**config.mk**
```make
export PLATFORM = sky130hd
export DESIGN_NAME = hazard_unit
export DESIGN_NICKNAME = d
export VERILOG_FILES = /design/src/rtl/hazard_unit.sv
export SDC_FILE = /design/constraint.sdc
export NUM_CORES = 1
export LEC_CHECK = 0
export CAP_MARGIN = 20
export CORE_AREA = 10 10 80 82
export DETAILED_ROUTE_END_ITERATION = 12
export DIE_AREA = 0 0 90 92
export PLACE_DENSITY = 0.77
export REMOVE_ABC_BUFFERS = 1
export SYNTH_ARGS = -nofsm -noshare
export SYNTH_HDL_FRONTEND = slang
export SYNTH_SLANG_ARGS = --single-unit
```
**constraint.sdc**
```tcl
create_clock -name CLK -period 2.7 [get_ports CLK]
set_clock_uncertainty 0.2 [all_clocks]
set_input_delay 0.54 -clock CLK [delete_from_list [all_inputs] [get_ports CLK]]
set_output_delay 0.54 -clock CLK [all_outputs]
set_load 0.1 [all_outputs]
```
**src/rtl/hazard_unit.sv**
```systemverilog
// hazard_unit
//   Stall / flush / bypass controller around the decode-execute boundary.
//   Also sequences multi-cycle MUL/DIV ops held in execute and counts
//   stalled fetch cycles.
//
// Ports
//   CLK, RST                     clock (rising), async active-low reset
//   rsD, rtD, branchD, pcSrcD    decode-stage sources, branch info
//   rsE, rtE, writeRegE,
//   regWriteE, memToRegE,
//   aluControlE                  execute-stage operands / destination / op
//   writeRegM, regWriteM,
//   memToRegM                    memory-stage destination info
//   writeRegW, regWriteW         writeback destination info
//   stallF/D/E                   hold PC, decode reg, execute reg
//   flushD/E/M                   clear decode reg, execute reg (CLR), mem reg
//   forwardAE/BE                 00 regfile, 01 writeback, 10 mem-stage ALU
//   forwardAD/BD                 decode comparator bypass from mem stage
//   mduBusy                      MDU sequencer in BUSY
//   stallCount                   saturating count of stallF cycles
module hazard_unit #(
    parameter int         MDU_LAT  = 4,
    parameter logic [4:0] MUL_CODE = 5'b01100,
    parameter logic [4:0] DIV_CODE = 5'b01101
) (
    input  logic        CLK,
    input  logic        RST,
    input  logic [4:0]  rsD,
    input  logic [4:0]  rtD,
    input  logic        branchD,
    input  logic        pcSrcD,
    input  logic [4:0]  rsE,
    input  logic [4:0]  rtE,
    input  logic [4:0]  writeRegE,
    input  logic        regWriteE,
    input  logic        memToRegE,
    input  logic [4:0]  aluControlE,
    input  logic [4:0]  writeRegM,
    input  logic        regWriteM,
    input  logic        memToRegM,
    input  logic [4:0]  writeRegW,
    input  logic        regWriteW,
    output logic        stallF,
    output logic        stallD,
    output logic        stallE,
    output logic        flushD,
    output logic        flushE,
    output logic        flushM,
    output logic [1:0]  forwardAE,
    output logic [1:0]  forwardBE,
    output logic        forwardAD,
    output logic        forwardBD,
    output logic        mduBusy,
    output logic [15:0] stallCount
);

    localparam int              CW     = $clog2(MDU_LAT) + 1;
    localparam logic [CW-1:0]   CNT_LD = CW'(MDU_LAT - 1);
    localparam logic [CW-1:0]   CNT_1  = CW'(1);

    typedef enum logic {IDLE, BUSY} mdu_st_t;

    mdu_st_t       state_q, state_d;
    logic [CW-1:0] cnt_q, cnt_d;
    logic [15:0]   stall_cnt_q, stall_cnt_d;
    logic          mdu_stall, lw_stall, br_stall, hz_stall, mdu_op;

    // Register 0 is hard-wired, so a match on it is never a dependency.
    function automatic logic hit(input logic [4:0] a, input logic [4:0] b);
        return (a == b) && (b != 5'd0);
    endfunction

    // ---------------- bypass selects ----------------
    always_comb begin
        forwardAE = 2'b00;
        if (regWriteM && hit(writeRegM, rsE))      forwardAE = 2'b10;
        else if (regWriteW && hit(writeRegW, rsE)) forwardAE = 2'b01;
        forwardBE = 2'b00;
        if (regWriteM && hit(writeRegM, rtE))      forwardBE = 2'b10;
        else if (regWriteW && hit(writeRegW, rtE)) forwardBE = 2'b01;
    end

    assign forwardAD = regWriteM && hit(writeRegM, rsD);
    assign forwardBD = regWriteM && hit(writeRegM, rtD);

    // ---------------- data hazards ----------------
    assign lw_stall = memToRegE && (hit(writeRegE, rsD) || hit(writeRegE, rtD));
    assign br_stall = branchD &&
        ((regWriteE && (hit(writeRegE, rsD) || hit(writeRegE, rtD))) ||
         (memToRegM && (hit(writeRegM, rsD) || hit(writeRegM, rtD))));

    // ---------------- MDU sequencer ----------------
    assign mdu_op = (aluControlE == MUL_CODE) || (aluControlE == DIV_CODE);

    always_comb begin
        state_d   = state_q;
        cnt_d     = cnt_q;
        mdu_stall = 1'b0;
        case (state_q)
            IDLE: begin
                // Gated by RST so the stall also drops while reset is held.
                if ((MDU_LAT > 1) && mdu_op && RST) begin
                    mdu_stall = 1'b1;
                    cnt_d     = CNT_LD;
                    state_d   = BUSY;
                end
            end
            BUSY: begin
                // Final cycle (cnt==1) releases the stall while still BUSY.
                if (cnt_q > CNT_1) begin
                    mdu_stall = 1'b1;
                    cnt_d     = cnt_q - CNT_1;
                end else begin
                    state_d   = IDLE;
                end
            end
            default: state_d = IDLE;
        endcase
    end

    always_ff @(posedge CLK or negedge RST) begin
        if (!RST) begin
            state_q <= IDLE;
            cnt_q   <= '0;
        end else begin
            state_q <= state_d;
            cnt_q   <= cnt_d;
        end
    end

    // ---------------- stall / flush ----------------
    assign hz_stall = lw_stall || br_stall;
    assign stallF   = hz_stall || mdu_stall;
    assign stallD   = stallF;
    assign stallE   = mdu_stall;
    // Execute register must hold, not clear, while an MDU op occupies it.
    assign flushE   = hz_stall && !mdu_stall;
    assign flushM   = mdu_stall;
    // A stalled decode retries the branch, so do not squash it.
    assign flushD   = pcSrcD && !stallD;
    assign mduBusy  = (state_q == BUSY);

    // ---------------- stall counter ----------------
    always_comb begin
        stall_cnt_d = stall_cnt_q;
        if (stallF && (stall_cnt_q != 16'hFFFF)) stall_cnt_d = stall_cnt_q + 16'd1;
    end

    always_ff @(posedge CLK or negedge RST) begin
        if (!RST) stall_cnt_q <= '0;
        else      stall_cnt_q <= stall_cnt_d;
    end

    assign stallCount = stall_cnt_q;

endmodule

```
==> run_summary.xml, run 1 <==
<?xml version="1.0" encoding="UTF-8"?>
<metrics>
  <group name="outcome">
    <metric name="outcome" unit="">finished with violations</metric>
    <metric name="violated_checks" unit="">negative setup slack</metric>
  </group>
  <group name="clock_tree">
    <metric name="tritoncts" unit="">yes</metric>
    <metric name="htree_num_levels" unit="">1</metric>
    <metric name="cts.sinks" unit="">20</metric>
    <metric name="worstSkewPairLatency" unit="ps">260</metric>
    <metric name="cts-buffers-inserted" unit="">3</metric>
    <metric name="postCtsHoldBufs" unit="">0</metric>
    <metric name="root_buffer" unit="">sky130_fd_sc_hd__clkbuf_8</metric>
    <metric name="clock_edge_transition_at_the_registers_on_the_reported_setup_and_hold_paths" unit="ps">70</metric>
    <metric name="cts_buffer_depth" unit="">2</metric>
  </group>
  <group name="power_and_ir_drop">
    <metric name="power.static_leakage" unit="nW">1.45</metric>
    <metric name="power_dens_cells" unit="mW/mm^2">671</metric>
    <metric name="irDropWorstVdd" unit="mV">0.576</metric>
  </group>
  <group name="sta">
    <metric name="totalNegativeSetupSlack" unit="ps">-438</metric>
    <metric name="worst_slew_margin_rel" unit="%">72.4</metric>
    <metric name="max_freq" unit="GHz">0.355</metric>
    <metric name="finalSetupViolCount" unit="">5</metric>
    <metric name="final_min_period_over_clock_period" unit="%">104</metric>
    <metric name="period_minus_slack" unit="ps">2810</metric>
    <metric name="rsz_0062_raised_after_global_routing" unit="">yes</metric>
    <metric name="finalMaxSlewViolations" unit="">0</metric>
    <metric name="final_critical_path_setup_slack" unit="ps">-114</metric>
    <metric name="worst_pin_slew" unit="ps">413</metric>
    <metric name="hold_violations" unit="">0</metric>
  </group>
  <group name="critical_path">
    <metric name="arrival_time_worst_endpoint" unit="ps">2070</metric>
    <metric name="worst_setup_path_start_kind" unit="">input port</metric>
    <metric name="rrSetupSlack" unit="ps">280</metric>
    <metric name="rr_endpoint" unit="">stallCount[9]</metric>
    <metric name="ff2ff_path_depth" unit="">9</metric>
    <metric name="critPathCaptureType" unit="">primary output</metric>
    <metric name="r2r-start" unit="">stallCount[0]</metric>
    <metric name="worst-path-max-fanout" unit="">3</metric>
    <metric name="timing_worst_setup_path_type" unit="">input port to primary output</metric>
    <metric name="required_time_of_the_critical_path" unit="ps">1960</metric>
  </group>
  <group name="synthesis">
    <metric name="ys_types" unit="">34</metric>
    <metric name="yosys_warnings" unit="">0</metric>
    <metric name="synth_area_leaders" unit="">sky130_fd_sc_hd__dfrtp_1 (32%), sky130_fd_sc_hd__xnor2_1 (23%), sky130_fd_sc_hd__xor2_1 (7.7%)</metric>
    <metric name="synthesis.area" unit="mm^2">0.00158</metric>
    <metric name="netlist.area_leader.share" unit="%">31.6</metric>
    <metric name="synthesis_stage_register_bit_count" unit="">20</metric>
    <metric name="seq_area_frac_synth" unit="%">31.6</metric>
    <metric name="netlist.top_cell.by_area" unit="">sky130_fd_sc_hd__dfrtp_1</metric>
    <metric name="postSynthCellCount" unit="">164</metric>
    <metric name="mean_instance_size_in_the_synthesized_netlist" unit="um^2">9.65</metric>
  </group>
  <group name="floorplan">
    <metric name="core-area" unit="mm^2">0.00491</metric>
    <metric name="std_cell_rows" unit="">26</metric>
    <metric name="floorplan.initialDensity" unit="%">32.2</metric>
    <metric name="floorplan.die.width" unit="um">90</metric>
    <metric name="die_y" unit="um">92</metric>
    <metric name="fp.dieArea" unit="mm^2">0.00828</metric>
    <metric name="design.portCount" unit="">78</metric>
  </group>
  <group name="global_route">
    <metric name="grt_first_pass_wirelength" unit="mm">9.68</metric>
    <metric name="grt_start_max_net_pins" unit="">21</metric>
    <metric name="grt_util_all_layers" unit="%">14.0</metric>
    <metric name="overflow" unit="">0</metric>
    <metric name="antenna_violations_before_repair" unit="">0</metric>
    <metric name="first_global_vias" unit="">2011</metric>
  </group>
  <group name="min_path">
    <metric name="hold_path.startpoint" unit="">stallCount[11]</metric>
    <metric name="whs_endpoint" unit="">stallCount[11]</metric>
    <metric name="hold_class" unit="">flip-flop to flip-flop</metric>
    <metric name="hold_depth" unit="">1</metric>
  </group>
  <group name="layout">
    <metric name="fillerInstances" unit="">390</metric>
    <metric name="area_delta_synth_final" unit="%">102</metric>
    <metric name="fin_util" unit="%">65.2</metric>
    <metric name="final_layout_size_suffix_gt1_share" unit="%">52.9</metric>
    <metric name="antenna_cells_inserted" unit="">0</metric>
    <metric name="design.final.nets" unit="">350</metric>
    <metric name="postLayoutCellArea" unit="mm^2">0.00320</metric>
  </group>
  <group name="placed_design">
    <metric name="preCtsSetupSlack" unit="ps">-511</metric>
    <metric name="portBuffers" unit="">76</metric>
    <metric name="detailedPlacementHpwl" unit="mm">4.53</metric>
    <metric name="routabilityCongestion" unit="">0.812</metric>
    <metric name="detailed_place.area" unit="mm^2">0.00283</metric>
  </group>
  <group name="drt">
    <metric name="final_antenna_net_count" unit="">0</metric>
    <metric name="drt_pre_antenna_iters" unit="">4</metric>
    <metric name="final_routed_drc_violation_total" unit="">0</metric>
    <metric name="totalWireLength" unit="mm">5.72</metric>
    <metric name="vias_after_detailed_routing" unit="">1757</metric>
    <metric name="route.detailed.wl_per_inst" unit="um">15.6</metric>
    <metric name="starting_drt_drc_count" unit="">26</metric>
    <metric name="viasPerCell" unit="">4.79</metric>
  </group>
  <group name="job">
    <metric name="maxCapViolCount" unit="">0</metric>
  </group>
</metrics>
==> worst max-delay path by stage <==
stage | startpoint | slack (ps) | cells after the start | to
after global routing | rtD[0] | -160 | 8 | flushE
after global placement | rtD[1] | -470 | 8 | flushD
after floorplan | writeRegM[3] | -3680 | 4 | forwardAE[0]
after CTS | rtD[2] | -140 | 8 | stallD
final | rsD[3] | -110 | 8 | stallD
after detailed placement | rsD[1] | -510 | 8 | flushD
==> per-layer routing <==
| metal | vias up | wire length (um) | global-route usage, % |
|---|---|---|---|
| li1 | 842 | - | - |
| met1 | 819 | 2170 | 14.4 |
| met2 | 83 | 2780 | 24.9 |
| met3 | 13 | 656 | 6.68 |
| met4 | 0 | 114 | 3.98 |
| met5 | - | 0 | 0 |
==> layout make-up <==
type                            count  area [um^2]  area share (%)
Clock buffer                        4         55.1            1.72
Tap cell                           70         87.6            2.73
Sequential cell                    20          500            15.6
Inverter                            5         18.8           0.586
Timing Repair Buffer              133         1280            39.9
Multi-Input combinational cell    135         1260            39.4
==> flip-flops by register name (all words and copies together), names as in the netlist <==
name	count
mduBusy	1
stallCount	16
cnt_q	3
==> stage by stage <==
step                std cells  total power [mW]  hold WS, ps
finish                    367              2.15          294
global placement          349              1.83          276
CTS                       365              2.16          298
global route              367              2.26          322
floorplan                 160              1.29         44.4
detailed placement        349              1.86          282
==> critical path, cell delays in order <==
cell and delay [ps]:
sky130_fd_sc_hd__buf_6 90, sky130_fd_sc_hd__or4_4 540, sky130_fd_sc_hd__nor2_4 140, sky130_fd_sc_hd__nor4_4 70, sky130_fd_sc_hd__o211ai_2 210, sky130_fd_sc_hd__nand3_2 150, sky130_fd_sc_hd__buf_6 170, sky130_fd_sc_hd__buf_12 160
==> report_power, final <==
group | internal (mW) | switching, mW
clock network | 0.130 | 0.0997
logic | 0.539 | 0.937
registers | 0.367 | 0.0792
==> kinds of logic after synthesis <==
group,share of synthesized area (%)
AND/OR/NAND/NOR,25.9
XOR/XNOR,30.4
flip-flops,31.6
AO/OA/AOI/OAI,5.85
buffers and inverters,3.08
adder cells (fa/ha/maj),2.37
multiplexers,0.711
==> layout by cell type, fill, tap and decap left out, drive strengths merged, types with 7 or more instances in the layout <==
master and n:
buf 104, xnor2 41, dfrtp 20, clkdlybuf4s50 17
xor2 14, nand4 13, and3 9, nor2 9
nand2 8, nor4 8, nand3 7
==> synth_stat cells <==
master                     instances
sky130_fd_sc_hd__nor2_4            1
sky130_fd_sc_hd__nor2b_1           1
sky130_fd_sc_hd__nor3_1            2
sky130_fd_sc_hd__or4_1             3
sky130_fd_sc_hd__a21oi_1           4
sky130_fd_sc_hd__ha_1              3
sky130_fd_sc_hd__and3_1            9
sky130_fd_sc_hd__buf_4             2
sky130_fd_sc_hd__nand3_1           6
sky130_fd_sc_hd__xor2_1           14
sky130_fd_sc_hd__and2_1            3
sky130_fd_sc_hd__inv_1             5
sky130_fd_sc_hd__nand2_1           8
sky130_fd_sc_hd__nand3_2           1
sky130_fd_sc_hd__nor2_1            7
sky130_fd_sc_hd__nand4_2           3
sky130_fd_sc_hd__a31oi_1           1
sky130_fd_sc_hd__buf_6             1
sky130_fd_sc_hd__mux2_2            1
sky130_fd_sc_hd__nor4_1            6
sky130_fd_sc_hd__a31oi_4           1
sky130_fd_sc_hd__nor2_2            1
sky130_fd_sc_hd__nand4b_1          1
sky130_fd_sc_hd__a21o_1            1
sky130_fd_sc_hd__xnor2_1          41
sky130_fd_sc_hd__or4_4             1
sky130_fd_sc_hd__a41oi_1           1
sky130_fd_sc_hd__dfrtp_1          20
sky130_fd_sc_hd__nand4_1          10
sky130_fd_sc_hd__o21ai_2           1
sky130_fd_sc_hd__nor4_2            2
sky130_fd_sc_hd__o21a_1            1
sky130_fd_sc_hd__clkbuf_1          1
sky130_fd_sc_hd__o211ai_2          1
==> what timing repair did <==
action	4_1_cts	5_1_grt
setup endpoints to repair	10	16
pin swaps	31	13
buffers inserted	14	2
resized for setup	142	14
Note: power is estimated with default switching activity, not from simulation.
==> run 2, diff against run 1 <==
Settings changed: CTS_CLUSTER_DIAMETER set to 60, PLACE_DENSITY 0.77 to 0.67.
==> run 2 against run 1 <==
Effect of this change: the flow still finishes with violations (negative setup slack); critical path type unchanged; count of clock-buffer cells in the layout fell by 1; sequential power is essentially flat; clock power decreased by 17%; global-route usage is 1.4 points lower; final cell count is 4.1% lower; final area is 4.5% lower.
==> run_summary.xml, run 2 (synthesized netlist as in run 1, its figures left out) <==
<?xml version="1.0" encoding="UTF-8"?>
<metrics>
  <group name="placed_design">
    <metric name="detailedPlacementHpwl" unit="mm">4.36</metric>
    <metric name="portBuffers" unit="">76</metric>
    <metric name="routabilityCongestion" unit="">0.862</metric>
  </group>
  <group name="drt">
    <metric name="totalWireLength" unit="mm">5.23</metric>
    <metric name="highest_layer" unit="">met4</metric>
    <metric name="met2WireLength" unit="mm">2.40</metric>
    <metric name="viasPerCell" unit="">4.69</metric>
    <metric name="final_routed_drc_violation_total" unit="">0</metric>
    <metric name="route.detailed.wl_per_inst" unit="um">14.8</metric>
    <metric name="met3WireLength" unit="um">563</metric>
    <metric name="final_antenna_net_count" unit="">0</metric>
    <metric name="vias_after_detailed_routing" unit="">1651</metric>
    <metric name="wl_met1" unit="mm">2.22</metric>
    <metric name="drt_pre_antenna_iters" unit="">4</metric>
    <metric name="starting_drt_drc_count" unit="">32</metric>
  </group>
  <group name="layout">
    <metric name="design.final.nets" unit="">336</metric>
    <metric name="mostFrequentLayoutCell" unit="">sky130_fd_sc_hd__buf_4</metric>
    <metric name="area_delta_synth_final" unit="%">93.4</metric>
    <metric name="largest_register_ffs" unit="">16</metric>
    <metric name="final_layout_size_suffix_gt1_share" unit="%">48.9</metric>
    <metric name="fin_util" unit="%">62.3</metric>
    <metric name="fillerInstances" unit="">416</metric>
    <metric name="final_cell_mix" unit="">sky130_fd_sc_hd__buf_4 (54), sky130_fd_sc_hd__xnor2_1 (33), sky130_fd_sc_hd__dfrtp_1 (20)</metric>
    <metric name="antenna_cells_inserted" unit="">0</metric>
  </group>
  <group name="sta">
    <metric name="final_critical_path_setup_slack" unit="ps">-91.3</metric>
    <metric name="worst_slew_margin_rel" unit="%">67.9</metric>
    <metric name="max_freq" unit="GHz">0.358</metric>
    <metric name="totalNegativeSetupSlack" unit="ps">-340</metric>
    <metric name="rsz_0062_raised_after_global_routing" unit="">yes</metric>
    <metric name="final_min_period_over_clock_period" unit="%">103</metric>
    <metric name="period_minus_slack" unit="ps">2790</metric>
    <metric name="finalMaxSlewViolations" unit="">0</metric>
    <metric name="hold_violations" unit="">0</metric>
    <metric name="fin_worst_hold_slack" unit="ps">91.7</metric>
    <metric name="finalSetupViolCount" unit="">4</metric>
    <metric name="worst_pin_slew" unit="ps">480</metric>
  </group>
  <group name="clock_tree">
    <metric name="cts.sinks" unit="">20</metric>
    <metric name="cts-buffers-inserted" unit="">3</metric>
    <metric name="root_buffer" unit="">sky130_fd_sc_hd__clkbuf_8</metric>
    <metric name="worstSkewPairLatency" unit="ps">250</metric>
    <metric name="htree_num_levels" unit="">1</metric>
    <metric name="clock_edge_transition_at_the_registers_on_the_reported_setup_and_hold_paths" unit="ps">70</metric>
    <metric name="postCtsHoldBufs" unit="">0</metric>
    <metric name="cts_buffer_depth" unit="">2</metric>
    <metric name="tritoncts" unit="">yes</metric>
  </group>
  <group name="critical_path">
    <metric name="required_time_of_the_critical_path" unit="ps">1960</metric>
    <metric name="ff2ff_path_depth" unit="">8</metric>
    <metric name="arrival_time_worst_endpoint" unit="ps">2050</metric>
    <metric name="critPathCaptureType" unit="">primary output</metric>
    <metric name="r2r-start" unit="">stallCount[0]</metric>
    <metric name="critical-path-max-stage-delay" unit="ps">540</metric>
    <metric name="worst_setup_path_start_kind" unit="">input port</metric>
    <metric name="crit_path_end" unit="">flushE</metric>
    <metric name="critical_path.slowest_cell" unit="">sky130_fd_sc_hd__or4_4</metric>
    <metric name="timing_worst_setup_path_type" unit="">input port to primary output</metric>
    <metric name="rr_endpoint" unit="">stallCount[1]</metric>
    <metric name="worst_path_cell_trace" unit="">buf_6 &gt; or4_4 &gt; nor2_4 &gt; nor4_4 &gt; o211ai_2 &gt; buf_4 &gt; buf_6 &gt; a21oi_4 &gt; buf_12</metric>
    <metric name="critPathMostFrequentCell" unit="">sky130_fd_sc_hd__buf_6</metric>
    <metric name="worst-path-max-fanout" unit="">2</metric>
    <metric name="setup.worst_path.start" unit="">rsD[1]</metric>
    <metric name="rrSetupSlack" unit="ps">250</metric>
  </group>
  <group name="floorplan">
    <metric name="floorplan.die.width" unit="um">90</metric>
    <metric name="design.portCount" unit="">78</metric>
    <metric name="floorplan.initialDensity" unit="%">32.2</metric>
    <metric name="core-area" unit="mm^2">0.00491</metric>
    <metric name="die_y" unit="um">92</metric>
    <metric name="fp.dieArea" unit="mm^2">0.00828</metric>
    <metric name="std_cell_rows" unit="">26</metric>
  </group>
  <group name="global_route">
    <metric name="grt_util_all_layers" unit="%">12.6</metric>
    <metric name="grt_first_pass_wirelength" unit="mm">8.93</metric>
    <metric name="grt_start_max_net_pins" unit="">21</metric>
    <metric name="first_global_vias" unit="">1963</metric>
    <metric name="antenna_violations_before_repair" unit="">0</metric>
    <metric name="overflow" unit="">0</metric>
  </group>
  <group name="power_and_ir_drop">
    <metric name="power.static_leakage" unit="nW">1.40</metric>
    <metric name="irDropWorstVdd" unit="mV">0.537</metric>
    <metric name="power_dens_cells" unit="mW/mm^2">683</metric>
  </group>
  <group name="outcome">
    <metric name="violated_checks" unit="">negative setup slack</metric>
    <metric name="outcome" unit="">finished with violations</metric>
  </group>
  <group name="job">
    <metric name="maxCapViolCount" unit="">0</metric>
  </group>
  <group name="min_path">
    <metric name="hold_class" unit="">input port to asynchronous set/reset pin</metric>
  </group>
</metrics>
-- run 2: changes by cell type in the layout (fill, tap and decap cells not counted), sizes merged --
| cell | change |
|---|---|
| clkdlybuf4s50 | -4 |
| clkdlybuf4s15 | +4 |
| dlymetal6s2s | +4 |
| clkbuf | -2 |
| buf | -17 |
-- run 2: final cells by class --
| cell class | instances | area (um^2) | area share (%) |
|---|---|---|---|
| Sequential cell | 20 | 500 | 16.4 |
| Timing Repair Buffer | 119 | 1160 | 38.0 |
| Inverter | 5 | 18.8 | 0.613 |
| Clock buffer | 3 | 41.3 | 1.35 |
| Tap cell | 70 | 87.6 | 2.86 |
| Multi-Input combinational cell | 135 | 1250 | 40.8 |
-- run 2: metrics by stage --
stage	area, um^2	power (mW)	instances	setup slack [ps]
5_1_grt	3060	2.19	352	-140
3_3_place_gp	2750	1.80	341	-445
6_report	3060	2.09	352	-91.3
4_1_cts	2980	2.07	349	-117
3_5_place_dp	2750	1.81	341	-473
2_1_floorplan	1550	1.29	160	-3680
-- run 2: repair_timing --
item,4_1_cts,5_1_grt
pin swaps,30,19
gates resized for setup,128,18
setup buffers,5,3
gates cloned,0,0
setup endpoints to repair,12,9
-- run 2: how the worst min path moves through the flow --
stage | startpoint | depth (start not counted) | to
floorplan | RST | 0 | cnt_q[0]
global placement | stallCount[8] | 1 | stallCount[8]
detailed placement | stallCount[11] | 1 | stallCount[11]
CTS | stallCount[11] | 1 | stallCount[11]
global route | RST | 2 | stallCount[2]
finish | RST | 2 | stallCount[2]
-- run 2: worst max-delay path, delay by kind of cell --
| family | cells | cell delay (ps) |
|---|---|---|
| and+or+nand+nor | 3 | 740 |
| buffers and inverters | 4 | 500 |
| AOI/OAI and AO/OA | 2 | 260 |
-- run 2: metal layers --
| layer | GRT usage, % | vias up |
|---|---|---|
| met4 | 3.18 | 0 |
| met3 | 5.87 | 6 |
| li1 | - | 816 |
| met1 | 14.6 | 765 |
| met5 | 0 | - |
| met2 | 20.6 | 64 |
-- run 2: report_power, final --
part | internal, mW | total, mW | switching [mW]
registers | 0.367 | 0.446 | 0.0790
logic | 0.520 | 1.45 | 0.933
clock network | 0.0991 | 0.190 | 0.0907
total | 0.986 | 2.09 | 1.10
==> run 3, diff against run 2 <==
Settings changed: RECOVER_POWER set to 25, SKIP_LAST_GASP set to 1.
==> run 3 against run 2 <==
Effect of this change: the flow still finishes with violations (negative setup slack); die area unchanged; total power about the same; setup slack unchanged; critical path depth unchanged; first-iteration DRC count up 16%; combinational power about the same; via count down 0.18%; sequential power about the same; critical endpoint unchanged; highest routed layer unchanged.
==> run_summary.xml, run 3 (synthesized netlist as in run 1, its figures left out) <==
<?xml version="1.0" encoding="UTF-8"?>
<metrics>
  <group name="critical_path">
    <metric name="required_time_of_the_critical_path" unit="ps">1960</metric>
    <metric name="critPathCaptureType" unit="">primary output</metric>
    <metric name="worst_setup_path_start_kind" unit="">input port</metric>
    <metric name="arrival_time_worst_endpoint" unit="ps">2050</metric>
    <metric name="worst-path-max-fanout" unit="">2</metric>
    <metric name="timing_worst_setup_path_type" unit="">input port to primary output</metric>
  </group>
  <group name="floorplan">
    <metric name="floorplan.initialDensity" unit="%">32.2</metric>
    <metric name="floorplan.die.width" unit="um">90</metric>
    <metric name="core-area" unit="mm^2">0.00491</metric>
    <metric name="fp.dieArea" unit="mm^2">0.00828</metric>
    <metric name="die_y" unit="um">92</metric>
    <metric name="design.portCount" unit="">78</metric>
    <metric name="std_cell_rows" unit="">26</metric>
  </group>
  <group name="sta">
    <metric name="final_min_period_over_clock_period" unit="%">103</metric>
    <metric name="period_minus_slack" unit="ps">2790</metric>
    <metric name="worst_pin_slew" unit="ps">1060</metric>
    <metric name="finalMaxSlewViolations" unit="">0</metric>
    <metric name="final_critical_path_setup_slack" unit="ps">-91.3</metric>
    <metric name="worst_slew_margin_rel" unit="%">29.5</metric>
    <metric name="finalSetupViolCount" unit="">4</metric>
    <metric name="rsz_0062_raised_after_global_routing" unit="">yes</metric>
    <metric name="max_freq" unit="GHz">0.358</metric>
    <metric name="hold_violations" unit="">0</metric>
  </group>
  <group name="clock_tree">
    <metric name="cts_buffer_depth" unit="">2</metric>
    <metric name="root_buffer" unit="">sky130_fd_sc_hd__clkbuf_8</metric>
    <metric name="cts-buffers-inserted" unit="">3</metric>
    <metric name="tritoncts" unit="">yes</metric>
    <metric name="worstSkewPairLatency" unit="ps">250</metric>
    <metric name="htree_num_levels" unit="">1</metric>
    <metric name="clock_edge_transition_at_the_registers_on_the_reported_setup_and_hold_paths" unit="ps">70</metric>
    <metric name="cts.sinks" unit="">20</metric>
  </group>
  <group name="global_route">
    <metric name="antenna_violations_before_repair" unit="">0</metric>
    <metric name="grt_util_all_layers" unit="%">12.6</metric>
    <metric name="overflow" unit="">0</metric>
    <metric name="grt_start_max_net_pins" unit="">21</metric>
    <metric name="first_global_vias" unit="">1963</metric>
    <metric name="grt_first_pass_wirelength" unit="mm">8.93</metric>
  </group>
  <group name="outcome">
    <metric name="outcome" unit="">finished with violations</metric>
    <metric name="violated_checks" unit="">negative setup slack</metric>
  </group>
  <group name="drt">
    <metric name="totalWireLength" unit="mm">5.24</metric>
    <metric name="route.detailed.wl_per_inst" unit="um">14.9</metric>
    <metric name="final_routed_drc_violation_total" unit="">0</metric>
    <metric name="viasPerCell" unit="">4.68</metric>
    <metric name="drt_pre_antenna_iters" unit="">4</metric>
    <metric name="vias_after_detailed_routing" unit="">1648</metric>
    <metric name="final_antenna_net_count" unit="">0</metric>
    <metric name="starting_drt_drc_count" unit="">37</metric>
  </group>
  <group name="layout">
    <metric name="final_cell_mix" unit="">sky130_fd_sc_hd__buf_4 (53), sky130_fd_sc_hd__xnor2_1 (33), sky130_fd_sc_hd__dfrtp_1 (20)</metric>
    <metric name="design.final.nets" unit="">336</metric>
    <metric name="final_cell_count_no_fill" unit="">352</metric>
    <metric name="fin_util" unit="%">62.1</metric>
    <metric name="final_layout_size_suffix_gt1_share" unit="%">48.2</metric>
    <metric name="mostFrequentLayoutCell" unit="">sky130_fd_sc_hd__buf_4</metric>
    <metric name="area_delta_synth_final" unit="%">92.9</metric>
    <metric name="antenna_cells_inserted" unit="">0</metric>
    <metric name="largest_register_ffs" unit="">16</metric>
  </group>
  <group name="power_and_ir_drop">
    <metric name="power_dens_cells" unit="mW/mm^2">684</metric>
    <metric name="power.share.switching" unit="%">52.8</metric>
    <metric name="power_internal" unit="mW">0.985</metric>
    <metric name="power.share.sequential" unit="%">21.4</metric>
    <metric name="power.static_leakage" unit="nW">1.38</metric>
    <metric name="share_comb_of_total_power" unit="%">69.5</metric>
    <metric name="clock_power_share" unit="%">9.1</metric>
    <metric name="switching_power" unit="mW">1.10</metric>
    <metric name="irDropWorstVdd" unit="mV">0.537</metric>
  </group>
  <group name="job">
    <metric name="maxCapViolCount" unit="">0</metric>
  </group>
  <group name="min_path">
    <metric name="hold_class" unit="">flip-flop to flip-flop</metric>
  </group>
  <group name="placed_design">
    <metric name="detailedPlacementHpwl" unit="mm">4.36</metric>
    <metric name="routabilityCongestion" unit="">0.862</metric>
    <metric name="portBuffers" unit="">76</metric>
    <metric name="numPlacedInstances" unit="">341</metric>
  </group>
</metrics>
[run 3: area by class of cell]
class                      instances  area, um^2
fill                             421        1860
clock buffer                       3        41.3
timing repair buffer             119        1150
sequential                        20         500
tap                               70        87.6
multi-input combinational        135        1250
inverter                           5        18.8
[run 3: worst paths after layout]
kind | cells after the start | startpoint | endpoint | slack [ps]
setup / recovery | 9 | rsD[1] | flushE | -90
hold / removal | 1 | cnt_q[0] | cnt_q[0] | 300
setup reg to reg | 8 | stallCount[0] | stallCount[1] | 250
hold reg to reg | 1 | cnt_q[0] | cnt_q[0] | 300
max in group asynchronous | 2 | RST | stallCount[4] | 1130
min in group asynchronous | 2 | RST | stallCount[2] | 530
[run 3: through the flow]
stage	hold slack, ps	setup TNS, ps	worst slack [ps]	instance area (um^2)	power, mW
after floorplan	44.4	-24890	-3680	1550	1.29
after global placement	280	-5030	-445	2750	1.80
after detailed placement	285	-5990	-473	2750	1.81
after CTS	299	-534	-117	2980	2.07
after global routing	330	-611	-140	3050	2.19
final	299	-340	-91.3	3050	2.09
[run 3: power by group through the flow]
stage | registers, mW | clock network, mW | logic (mW)
final | 0.447 | 0.189 | 1.45
after floorplan | 0.753 | 0 | 0.539
after global routing | 0.460 | 0.207 | 1.53
after global placement | 0.446 | 0 | 1.35
after detailed placement | 0.446 | 0 | 1.37
after CTS | 0.445 | 0.193 | 1.43
[run 3: what timing repair did]
action,4_1_cts,5_1_grt
setup buffers,5,3
gates resized for setup,128,16
endpoints found under the setup margin,12,9
pin swaps,30,19
hold buffers,0,0
[run 3: critical path, cell delays in order]
cell and delay [ps]:
sky130_fd_sc_hd__buf_6 90, sky130_fd_sc_hd__or4_4 540, sky130_fd_sc_hd__nor2_4 140, sky130_fd_sc_hd__nor4_4 60, sky130_fd_sc_hd__o211ai_2 210, sky130_fd_sc_hd__buf_4 150
sky130_fd_sc_hd__buf_6 100, sky130_fd_sc_hd__a21oi_4 50, sky130_fd_sc_hd__buf_12 160
[run 3: layer usage]
layer	vias up	track usage, %	part of all wire (%)
met2	64	20.6	46
met5	-	0	0
met4	0	3.18	0.84
li1	816	-	-
met1	762	14.6	42
met3	6	5.87	11
